[config.mk]
export PLATFORM = sky130hd
export DESIGN_NAME = pipe_stage_reg
export DESIGN_NICKNAME = d
export VERILOG_FILES = /design/src/rtl/pipe_stage_reg.sv
export SDC_FILE = /design/constraint.sdc
export NUM_CORES = 1
export LEC_CHECK = 0
export CAP_MARGIN = 20
export CORE_ASPECT_RATIO = 0.8
export CORE_UTILIZATION = 63
export CTS_CLUSTER_SIZE = 8
export DETAILED_ROUTE_END_ITERATION = 8
export DONT_BUFFER_PORTS = 1
export PLACE_DENSITY = 0.79
export SYNTH_ARGS = -nofsm -noshare
export SYNTH_HDL_FRONTEND = slang
export SYNTH_SLANG_ARGS = --single-unit
export TNS_END_PERCENT = 10
[constraint.sdc]
create_clock -name clk -period 2.5 [get_ports clk]
set_input_delay 0.125 -clock clk [delete_from_list [all_inputs] [get_ports clk]]
set_output_delay 0.125 -clock clk [all_outputs]
set_load 0.005 [all_outputs]
[src/rtl/pipe_stage_reg.sv]
`default_nettype none
// ============================================================================
// pipe_stage_reg : valid/ready pipeline register with flush, optional skid
//                  buffer and saturating stall/flush performance counters
// Revision       : 1.0
// ============================================================================
module pipe_stage_reg #(
  parameter int unsigned       WIDTH     = 64,
  parameter int unsigned       SKID      = 1,
  parameter logic [WIDTH-1:0]  CLEAR_VAL = '0,
  parameter int unsigned       CNT_W     = 16
) (
  input  logic             clk,
  input  logic             reset,
  input  logic             flush,
  input  logic             in_valid,
  output logic             in_ready,
  input  logic [WIDTH-1:0] in_data,
  output logic             out_valid,
  input  logic             out_ready,
  output logic [WIDTH-1:0] out_data,
  output logic [CNT_W-1:0] stall_cnt,
  output logic [CNT_W-1:0] flush_cnt
);

  localparam logic [CNT_W-1:0] CNT_MAX = '1;
  localparam logic [CNT_W-1:0] CNT_ONE = CNT_W'(1);

  logic in_fire;
  logic out_fire;
  logic any_valid;

  assign in_fire  = in_valid & in_ready;
  assign out_fire = out_valid & out_ready;

  generate
    if (SKID != 0) begin : g_skid
      // Encoding mirrors {skid_valid, main_valid}; 2'b10 is never entered.
      localparam logic [1:0] EMPTY = 2'b00;
      localparam logic [1:0] ONE   = 2'b01;
      localparam logic [1:0] FULL  = 2'b11;

      logic [1:0]       state_q;
      logic [1:0]       state_d;
      logic [WIDTH-1:0] main_data_q;
      logic [WIDTH-1:0] main_data_d;
      logic [WIDTH-1:0] skid_data_q;
      logic [WIDTH-1:0] skid_data_d;
      logic             ready_int;
      logic             valid_int;
      logic             load_main_in;
      logic             load_main_skid;
      logic             load_skid;

      always_ff @(posedge clk) begin
        if (reset) begin
          state_q <= EMPTY;
        end else begin
          state_q <= state_d;
        end
      end

      always_comb begin
        state_d = state_q;
        if (flush) begin
          state_d = EMPTY;
        end else begin
          case (state_q)
            EMPTY: if (in_fire) state_d = ONE;
            ONE: begin
              if (in_fire && !out_fire) begin
                state_d = FULL;
              end else if (!in_fire && out_fire) begin
                state_d = EMPTY;
              end
            end
            FULL:    if (out_fire) state_d = ONE;
            default: state_d = EMPTY;
          endcase
        end
      end

      // Uses raw in_valid/out_ready: in_ready is already implied by the state.
      always_comb begin
        ready_int      = 1'b0;
        valid_int      = 1'b0;
        load_main_in   = 1'b0;
        load_main_skid = 1'b0;
        load_skid      = 1'b0;
        case (state_q)
          EMPTY: begin
            ready_int    = 1'b1;
            load_main_in = in_valid;
          end
          ONE: begin
            ready_int    = 1'b1;
            valid_int    = 1'b1;
            load_main_in = in_valid & out_ready;
            load_skid    = in_valid & ~out_ready;
          end
          FULL: begin
            valid_int      = 1'b1;
            load_main_skid = out_ready;
          end
          default: begin
            ready_int = 1'b0;
            valid_int = 1'b0;
          end
        endcase
      end

      always_comb begin
        main_data_d = main_data_q;
        skid_data_d = skid_data_q;
        if (flush) begin
          main_data_d = CLEAR_VAL;
          skid_data_d = CLEAR_VAL;
        end else begin
          if (load_main_in) begin
            main_data_d = in_data;
          end else if (load_main_skid) begin
            main_data_d = skid_data_q;
          end
          if (load_skid) begin
            skid_data_d = in_data;
          end
        end
      end

      always_ff @(posedge clk) begin
        if (reset) begin
          main_data_q <= CLEAR_VAL;
          skid_data_q <= CLEAR_VAL;
        end else begin
          main_data_q <= main_data_d;
          skid_data_q <= skid_data_d;
        end
      end

      assign in_ready  = ready_int;
      assign out_valid = valid_int;
      assign out_data  = main_data_q;
      assign any_valid = |state_q;
    end else begin : g_single
      logic             main_valid_q;
      logic             main_valid_d;
      logic [WIDTH-1:0] main_data_q;
      logic [WIDTH-1:0] main_data_d;

      always_comb begin
        main_valid_d = main_valid_q;
        main_data_d  = main_data_q;
        if (flush) begin
          main_valid_d = 1'b0;
          main_data_d  = CLEAR_VAL;
        end else if (in_fire) begin
          main_valid_d = 1'b1;
          main_data_d  = in_data;
        end else if (out_fire) begin
          main_valid_d = 1'b0;
        end
      end

      always_ff @(posedge clk) begin
        if (reset) begin
          main_valid_q <= 1'b0;
          main_data_q  <= CLEAR_VAL;
        end else begin
          main_valid_q <= main_valid_d;
          main_data_q  <= main_data_d;
        end
      end

      assign in_ready  = ~main_valid_q | out_ready;
      assign out_valid = main_valid_q;
      assign out_data  = main_data_q;
      assign any_valid = main_valid_q;
    end
  endgenerate

  logic [CNT_W-1:0] stall_cnt_q;
  logic [CNT_W-1:0] stall_cnt_d;
  logic [CNT_W-1:0] flush_cnt_q;
  logic [CNT_W-1:0] flush_cnt_d;

  // Counters survive flush on purpose so debug can see how often it happens.
  always_comb begin
    stall_cnt_d = stall_cnt_q;
    flush_cnt_d = flush_cnt_q;
    if (out_valid && !out_ready && (stall_cnt_q != CNT_MAX)) begin
      stall_cnt_d = stall_cnt_q + CNT_ONE;
    end
    if (flush && any_valid && (flush_cnt_q != CNT_MAX)) begin
      flush_cnt_d = flush_cnt_q + CNT_ONE;
    end
  end

  always_ff @(posedge clk) begin
    if (reset) begin
      stall_cnt_q <= '0;
      flush_cnt_q <= '0;
    end else begin
      stall_cnt_q <= stall_cnt_d;
      flush_cnt_q <= flush_cnt_d;
    end
  end

  assign stall_cnt = stall_cnt_q;
  assign flush_cnt = flush_cnt_q;

endmodule
`default_nettype wire

==> results.yml, run 1 <==
sta:
  worstMarginPinSlew_ps: 1030
  hold_violations: 0
  fin_ws_ps: 77.7
  fin_tns_setup_ps: 0
  slew_headroom_pct: 31.1
  finClkSkew_ps: 10.1
  fin_crit_ps: 2420
  rsz0062_at_grt: "false"
  maxSlewViolCount: 0
  finalCritPeriodShare_pct: 96.9
  setup_violations: 0
  max_freq_mhz: 413
floorplan:
  die_x_um: 119
  dieArea_mm2: 0.0114
  start_util_pct: 66.1
  floorplan.rows: 33
  ioPinCount: 167
  die_h_um: 95.6
  fp.coreArea_mm2: 0.0104
setup_path:
  worstPathCellList: "inv_1, ha_1, or2_2, and2_1, ha_1, nand2_1, o221ai_1, or3_1, a21oi_1"
  reg2reg_slack_ps: 80
  rr_worst_depth: 9
  cp_top_family: "simple AND/OR/NAND/NOR gates"
  arrival_ps: 2760
  regToRegStartpoint: "g_skid.state_q[1]"
  path_buf_inv: 1
  cpPeakStageDelay_ps: 390
  r2r_end: "g_skid.state_q[1]"
  cp_max_fo: 8
  slowest_stage: "dfxtp_1"
  crit_top_cell: "ha_1"
  crit_type: "reg -> reg"
  worstPathRequired_ps: 2840
  end_kind: "flop"
  cp-start-kind: "flop"
placement:
  placed_area_mm2: 0.00696
  place_congestion: 0.830
  port_buffers: 0
  pre_cts_slack_ps: 117
  place_inst: 950
  dp_hpwl_um: 11100
final_layout:
  final_cell_mix: "209 x nand2_1, 162 x dfxtp_1, 88 x a21oi_1, 76 x nor2_1, 75 x nand3_1"
  area_growth_pct: 20.8
  final_cells: 1050
  postLayoutCellArea_mm2: 0.00834
  layout_commonest_cell: "nand2_1"
  fillers: 663
  drive_gt1_share_pct: 7.03
  n_antenna_cell: 0
  fin_nets: 973
routing:
  first_iter_violations: 754
  wl_um: 19500
  ant_nets: 0
  vias: 6716
  detail_route.wl_per_cell_um: 18.6
  first_pass_iters: 5
  drt-vias-per-instance: 6.40
  drc: 0
synthesis:
  synth-seq-area-share_pct: 47.0
  synth_area_mm2: 0.00690
  async_flop_share_pct: 0
  synth_top_flop_cell: "dfxtp_1"
  syn_inst: 871
  synth_edf_count: 0
  ys_seq_elements: 162
  synth_fp_nets: 947
  netlist-cell-type-count: 44
  yosysWarnings: 0
  postSynthAreaPerCell_um2: 7.93
global_route:
  grt-ovfl-total: 0
  grt_use_total_pct: 33.9
  grt_max_degree: 129
  antenna_found_initial: 0
  first_global_vias: 6324
  grt_pass1_wl_um: 30900
clock_tree:
  clock_latency_ps: 420
  cts.sinks: 162
  cts_tree: "yes"
  root_buffer: "clkbuf_16"
  cts_setup_buffers: 0
  htree_levels: 4
  clkTransAtPathRegs_ps: 60
  cts_buffer_depth: 2
  cts_buffers: 17
power_and_ir_drop:
  p_leak_nw: 2.70
  max-vdd-ir-drop_mv: 0.592
  powerDensity_mw_per_mm2: 726
min_path:
  min_from: "out_ready"
  min_to: "stall_cnt[1]"
  hold_depth: 3
  hold_path_class: "in -> reg"
flow_run:
  maxCapViolCount: 0
run_status:
  status: "finished clean"
-- synthesized netlist by cell type (2+ instances only) --
library cell    n  area (um^2)
nand3_1        75          375
a21oi_1        88          440
or4_1          11         82.6
mux2i_1         4         40.0
nand3b_1        2         15.0
nor2_1         77          289
dfxtp_1       162         3240
buf_1           5         18.8
ha_1            7         87.6
or2_2           4         25.0
nand4_1         7         43.8
inv_1           5         18.8
and4_1          2         17.5
nor4_1          9         56.3
buf_2           2         10.0
clkbuf_1       64          240
nor3_1          4         20.0
nand2_1       211          792
o31ai_1        11         82.6
mux2_2          4         45.0
nor2b_1         6         37.5
or3_1           8         50.1
and2_1          2         12.5
nand2b_1        3         18.8
o21ai_0        10         50.1
a311oi_1       67          587
and3_1          4         25.0
-- area by class of cell --
cell class	instances	area, um^2	area share [%]
clock buffers	19	443	5.31
inverters	5	18.8	0.225
multi-input cells	632	3390	40.6
flip-flops and latches	162	3240	38.9
repair buffers	79	841	10.1
well taps	140	175	2.10
clock inverters	13	231	2.78
-- metal layers --
metal	up-vias	wire, um	track usage, %
li1	3144	-	-
met1	3189	8130	41.2
met2	346	9480	57.9
met3	37	1550	9.45
met4	0	338	11.9
met5	-	0	0
-- repair_timing --
action / in CTS / in global routing
hold buffers: 68 / 0
endpoints found under the hold margin: 160 / 0
resized for setup: 0 / 0
setup endpoints to repair: 0 / 0
-- where the power goes --
group | internal [mW] | total, mW | switching, mW
combinational | 0.159 | 0.391 | 0.233
clock | 1.91 | 2.97 | 1.06
sequential | 2.64 | 2.69 | 0.0518
total | 4.70 | 6.05 | 1.35
-- worst max-delay path by stage --
stage                            from                 to  slack, ps  cells after the start
floorplan           g_skid.state_q[1]  g_skid.state_q[1]        300                     10
global placement    g_skid.state_q[1]  g_skid.state_q[1]        250                      9
detailed placement  g_skid.state_q[1]  g_skid.state_q[1]        120                      9
CTS                 g_skid.state_q[1]  g_skid.state_q[1]        100                      9
global route        g_skid.state_q[1]  g_skid.state_q[1]          2                      9
finish              g_skid.state_q[1]  g_skid.state_q[1]         80                      9
-- logic make-up after synthesis --
kind of cell / synth area share, %
AO/OA/AOI/OAI: 17.8
adder cells (fa/ha/maj): 1.27
buffers and inverters: 4.28
flip-flops: 47.0
multiplexers: 1.23
AND/OR/NAND/NOR: 28.5
-- state kept, by name (all words and copies together), names as in the netlist --
register / flops
stall_cnt: 16
flush_cnt: 16
g_skid.skid_data_q: 64
out_data: 64
g_skid.state_q: 2
-- worst min-delay path: stages --
cell	delay (ps)
o21ba_2	160
nand3b_1	80
a21oi_1	60
-- through the flow --
stage               hold WS (ps)  utilization [%]  total power, mW
floorplan                    261                -             2.95
global placement             200             66.4             2.97
detailed placement           200             66.6             2.99
CTS                         38.7             79.8             6.04
global route                78.8             79.8             6.21
finish                      52.0             79.8             6.05
Note: power is estimated with default switching activity, not from simulation.
==> inputs of run 2 (changes only) <==
--- a/config.mk
+++ b/config.mk
@@ -5,6 +5,7 @@
 export SDC_FILE = /design/constraint.sdc
 export NUM_CORES = 1
 export LEC_CHECK = 0
+export ABC_AREA = 1
 export CAP_MARGIN = 20
 export CORE_ASPECT_RATIO = 0.8
 export CORE_UTILIZATION = 63
==> results.yml, run 2 <==
synthesis:
  synth-seq-area-share_pct: 44.8
  synth_fa_ha_area_share_pct: 1.21
  netlist_top_cells_area: "dfxtp_1 45%, nand2_1 15%, a21oi_1 10%"
  syn_inst: 1056
  postSynthAreaPerCell_um2: 6.86
  yosys.area_share.xor_xnor_pct: 0
  async_flop_share_pct: 0
  netlist-cell-type-count: 29
  synth_top_flop_cell: "dfxtp_1"
  synth_fp_nets: 1132
  synth_common_cells: "290 x nand2_1, 162 x dfxtp_1, 148 x a21oi_1"
  yosysWarnings: 0
  ys_seq_elements: 162
  synth_area_mm2: 0.00725
  synth_edf_count: 0
  synth-simple-area-share_pct: 24.3
  synth.most_common_cell: "nand2_1"
  synth_mux_area_share_pct: 0
  synth-compound-area-share_pct: 19.7
  synth_area_leader_cell: "dfxtp_1"
  synth_top_family_by_area: "simple AND/OR/NAND/NOR gates"
  yosys.area.top_type_share_pct: 44.8
clock_tree:
  root_buffer: "clkbuf_16"
  clkTransAtPathRegs_ps: 70
  cts_tree: "yes"
  cts_setup_buffers: 0
  clock_latency_ps: 410
  htree_levels: 4
  cts_buffer_depth: 2
  cts_buffers: 17
  cts.sinks: 162
final_layout:
  layout_commonest_cell: "nand2_1"
  final_cell_mix: "289 x nand2_1, 162 x dfxtp_1, 148 x a21oi_1, 107 x o21ai_0, 103 x inv_1"
  n_antenna_cell: 0
  fin_nets: 1161
  final_cells: 1242
  drive_gt1_share_pct: 5.19
  area_growth_pct: 16.2
sta:
  hold_violations: 0
  max_freq_mhz: 513
  rsz0062_at_grt: "false"
  fin_tns_setup_ps: 0
  setup_violations: 0
  worstMarginPinSlew_ps: 982
  maxSlewViolCount: 0
  slew_headroom_pct: 34.5
  finalCritPeriodShare_pct: 78.0
  finClkSkew_ps: 11.1
  fin_crit_ps: 1950
routing:
  wl_um: 17500
  ant_nets: 0
  first_iter_violations: 613
  detail_route.wl_per_cell_um: 14.1
  first_pass_iters: 5
  vias: 6718
  drt-vias-per-instance: 5.41
  drc: 0
setup_path:
  reg2reg_slack_ps: 550
  arrival_ps: 2240
  cp_max_fo: 5
  crit_type: "reg -> reg"
  cp-start-kind: "flop"
  end_kind: "flop"
  worstPathRequired_ps: 2790
placement:
  port_buffers: 0
  place_inst: 1145
  dp_hpwl_um: 10000
  place_congestion: 0.910
flow_run:
  maxCapViolCount: 0
global_route:
  grt_max_degree: 131
  grt_use_total_pct: 29.9
  first_global_vias: 6220
  antenna_found_initial: 0
  grt-ovfl-total: 0
  grt_pass1_wl_um: 28900
run_status:
  status: "finished clean"
floorplan:
  die_h_um: 97.9
  dieArea_mm2: 0.0119
  die_x_um: 122
  floorplan.rows: 34
  ioPinCount: 167
  start_util_pct: 65.8
  fp.coreArea_mm2: 0.0110
power_and_ir_drop:
  max-vdd-ir-drop_mv: 0.465
  powerDensity_mw_per_mm2: 697
  p_leak_nw: 3.79
min_path:
  hold_path_class: "in -> reg"
==> run 2: logic make-up after synthesis <==
group	after synthesis
flip-flops	162
AND/OR/NAND/NOR	436
AO/OA/AOI/OAI	284
buffers and inverters	167
adder cells (fa/ha/maj)	7
==> run 2: path summary, 6_finish.rpt <==
| check | start | depth (start not counted) | endpoint |
|---|---|---|---|
| max | g_skid.state_q[1] | 10 | g_skid.state_q[0] |
| min | in_valid | 2 | g_skid.state_q[1] |
| max reg2reg | g_skid.state_q[1] | 10 | g_skid.state_q[0] |
| min reg2reg | g_skid.skid_data_q[50] | 2 | g_skid.skid_data_q[50] |
==> run 2: metal layers <==
| layer | routed length (um) | vias to the layer above | GRT usage (%) |
|---|---|---|---|
| met5 | 0 | - | 0 |
| met4 | 278 | 0 | 9.97 |
| met3 | 1500 | 26 | 8.64 |
| met2 | 7990 | 254 | 47.1 |
| met1 | 7700 | 2992 | 39.2 |
| li1 | - | 3446 | - |
==> run 2: worst max-delay path: stages, from the launching register on <==
cell	delay, ps
dfxtp_1	370
inv_1	90
ha_1	270
nor2_1	170
inv_1	120
nand2_1	70
ha_1	220
nand2_1	70
o211ai_1	120
o21ai_0	240
a22oi_1	90
==> run 2: report_power, final <==
group	leakage [nW]	switching [mW]	total, mW	internal [mW]
combinational	2.21	0.416	0.651	0.235
clock	0.268	1.10	2.41	1.31
sequential	1.31	0.102	2.81	2.70
total	3.79	1.62	5.87	4.25
==> run 2: per-stage QoR <==
step	hold WS [ps]	utilization (%)	cell area [um^2]	total power, mW	setup WS [ps]
floorplan	194	-	7250	3.31	798
global placement	197	65.6	7230	3.40	704
detailed placement	203	65.6	7230	3.41	568
CTS	1.95	76.4	8420	5.87	560
global route	31.3	76.4	8420	6.09	399
finish	11.7	76.4	8420	5.87	551
==> run 2: cell type report <==
class	instances	area, um^2
Clock buffer	18	439
Fill cell	825	2600
Clock inverter	14	105
Inverter	107	402
Tap cell	144	180
Timing Repair Buffer	70	751
Multi-Input combinational cell	727	3300
Sequential cell	162	3240
==> run 2: repair_timing <==
action,in CTS,in global routing
hold endpoints to repair,130,0
resized for setup,0,0
hold buffers,65,0
==> inputs of run 3 (changes only) <==
==> constraint.sdc (replaced) <==
create_clock -name clk -period 1.8 [get_ports clk]
set_input_delay 0.09 -clock clk [delete_from_list [all_inputs] [get_ports clk]]
set_output_delay 0.09 -clock clk [all_outputs]
set_load 0.005 [all_outputs]
==> results.yml, run 3 (same netlist as run 2, synthesis figures left out) <==
floorplan:
  die_h_um: 97.9
  dieArea_mm2: 0.0119
  ioPinCount: 167
  die_x_um: 122
  floorplan.rows: 34
  start_util_pct: 65.8
  fp.coreArea_mm2: 0.0110
routing:
  detail_route.wl_per_cell_um: 14.8
  first_pass_iters: 5
  vias: 7052
  drt-vias-per-instance: 5.55
  drc: 0
  wl_um: 18800
  ant_nets: 0
  first_iter_violations: 682
global_route:
  grt-ovfl-total: 0
  grt_use_total_pct: 30.6
  grt_pass1_wl_um: 29500
  grt_max_degree: 131
  antenna_found_initial: 0
  first_global_vias: 6364
sta:
  rsz0062_at_grt: "true"
  finClkSkew_ps: 8.81
  slew_headroom_pct: 68.4
  fin_crit_ps: 1750
  worstMarginPinSlew_ps: 473
  fin_tns_setup_ps: 0
  finalCritPeriodShare_pct: 97.1
  setup_violations: 0
  maxSlewViolCount: 0
  max_freq_mhz: 572
  hold_violations: 0
power_and_ir_drop:
  p_switching_mw: 2.32
  comb_power_share_pct: 13.2
  switching_share_pct: 27.5
  max-vdd-ir-drop_mv: 0.839
  pwr-share-seq_pct: 46.1
  p_clk_share_pct: 40.7
  p_leak_nw: 3.96
  p_int_mw: 6.13
  powerDensity_mw_per_mm2: 964
placement:
  place_congestion: 0.955
  placed_area_mm2: 0.00746
  dp_hpwl_um: 10800
  port_buffers: 0
final_layout:
  final_util_pct: 79.5
  fin_nets: 1190
  layout_commonest_cell: "nand2_1"
  fillers: 739
  area_growth_pct: 20.9
  postLayoutCellArea_mm2: 0.00876
  final_cell_mix: "288 x nand2_1, 161 x dfxtp_1, 148 x a21oi_1, 106 x o21ai_0, 103 x inv_1"
  n_antenna_cell: 0
  drive_gt1_share_pct: 7.99
clock_tree:
  cts_tree: "yes"
  cts_buffers: 17
  clock_latency_ps: 410
  cts_buffer_depth: 2
  htree_levels: 4
  clkTransAtPathRegs_ps: 70
  root_buffer: "clkbuf_16"
  cts.sinks: 162
setup_path:
  cp-start-kind: "flop"
  worstPathRequired_ps: 2140
  rr_worst_depth: 8
  reg2reg_slack_ps: 50
  cp_max_fo: 36
  r2r_end: "g_skid.skid_data_q[8]"
  arrival_ps: 2090
  crit_start: "g_skid.state_q[1]"
  regToRegStartpoint: "g_skid.state_q[1]"
  crit_type: "reg -> reg"
  crit_path_end: "g_skid.skid_data_q[8]"
  end_kind: "flop"
flow_run:
  maxCapViolCount: 0
run_status:
  status: "finished clean"
min_path:
  hold_path_class: "in -> reg"
==> run 3: worst min path at each step <==
stage / from / to / slack, ps / depth (start not counted)
CTS: out_ready / stall_cnt[13] / 10 / 5
detailed placement: reset / flush_cnt[12] / 160 / 1
global route: in_valid / g_skid.state_q[1] / 60 / 2
global placement: reset / flush_cnt[12] / 160 / 1
floorplan: reset / flush_cnt[12] / 160 / 1
finish: out_ready / stall_cnt[13] / 30 / 5
==> run 3: per-layer routing <==
metal / track usage (%) / part of all wire [%]
met2: 48.2 / 45
met4: 11.5 / 2.1
met3: 8.82 / 8.4
met1: 39.6 / 44
met5: 0 / 0
==> run 3: power by group through the flow <==
stage,Sequential (mW),Combinational (mW),Clock (mW)
5_1_grt,3.91,1.24,3.61
6_report,3.89,1.12,3.44
3_3_place_gp,3.96,0.855,0
2_1_floorplan,3.93,0.666,0
3_5_place_dp,3.96,0.876,0
4_1_cts,3.89,0.998,3.46
==> run 3: metrics by stage <==
step	total power [mW]	cells	setup WS, ps	hold slack, ps
global route	8.76	1271	-57.0	58.9
global placement	4.81	1170	14.0	163
CTS	8.34	1267	42.3	11.4
floorplan	4.60	1056	98.5	159
detailed placement	4.84	1170	-60.1	163
finish	8.44	1271	52.4	26.6
==> run 3: cell type report <==
cell class	count	area (um^2)	share of cell area, %
well taps	144	180	2.06
multi-input cells	727	3320	37.9
clock buffers	18	429	4.90
clock inverters	14	130	1.49
flip-flops and latches	162	3240	37.0
repair buffers	99	1060	12.1
inverters	107	402	4.59
==> run 3: repair_timing <==
| item | in CTS | in global routing |
|---|---|---|
| endpoints found under the hold margin | 130 | 0 |
| hold buffers | 65 | 0 |
| pin swaps | 0 | 2 |
| gates resized for setup | 3 | 5 |
| setup endpoints to repair | 2 | 36 |
| cloned | 0 | 2 |
| setup buffers | 0 | 2 |
==> run 3: worst max-delay path, stage by stage (launching register included) <==
cell	delay, ps
dfxtp_2	330
inv_1	100
ha_2	240
inv_2	70
nor3_4	190
buf_12	220
buf_12	180
o21ai_0	120
a21oi_1	180
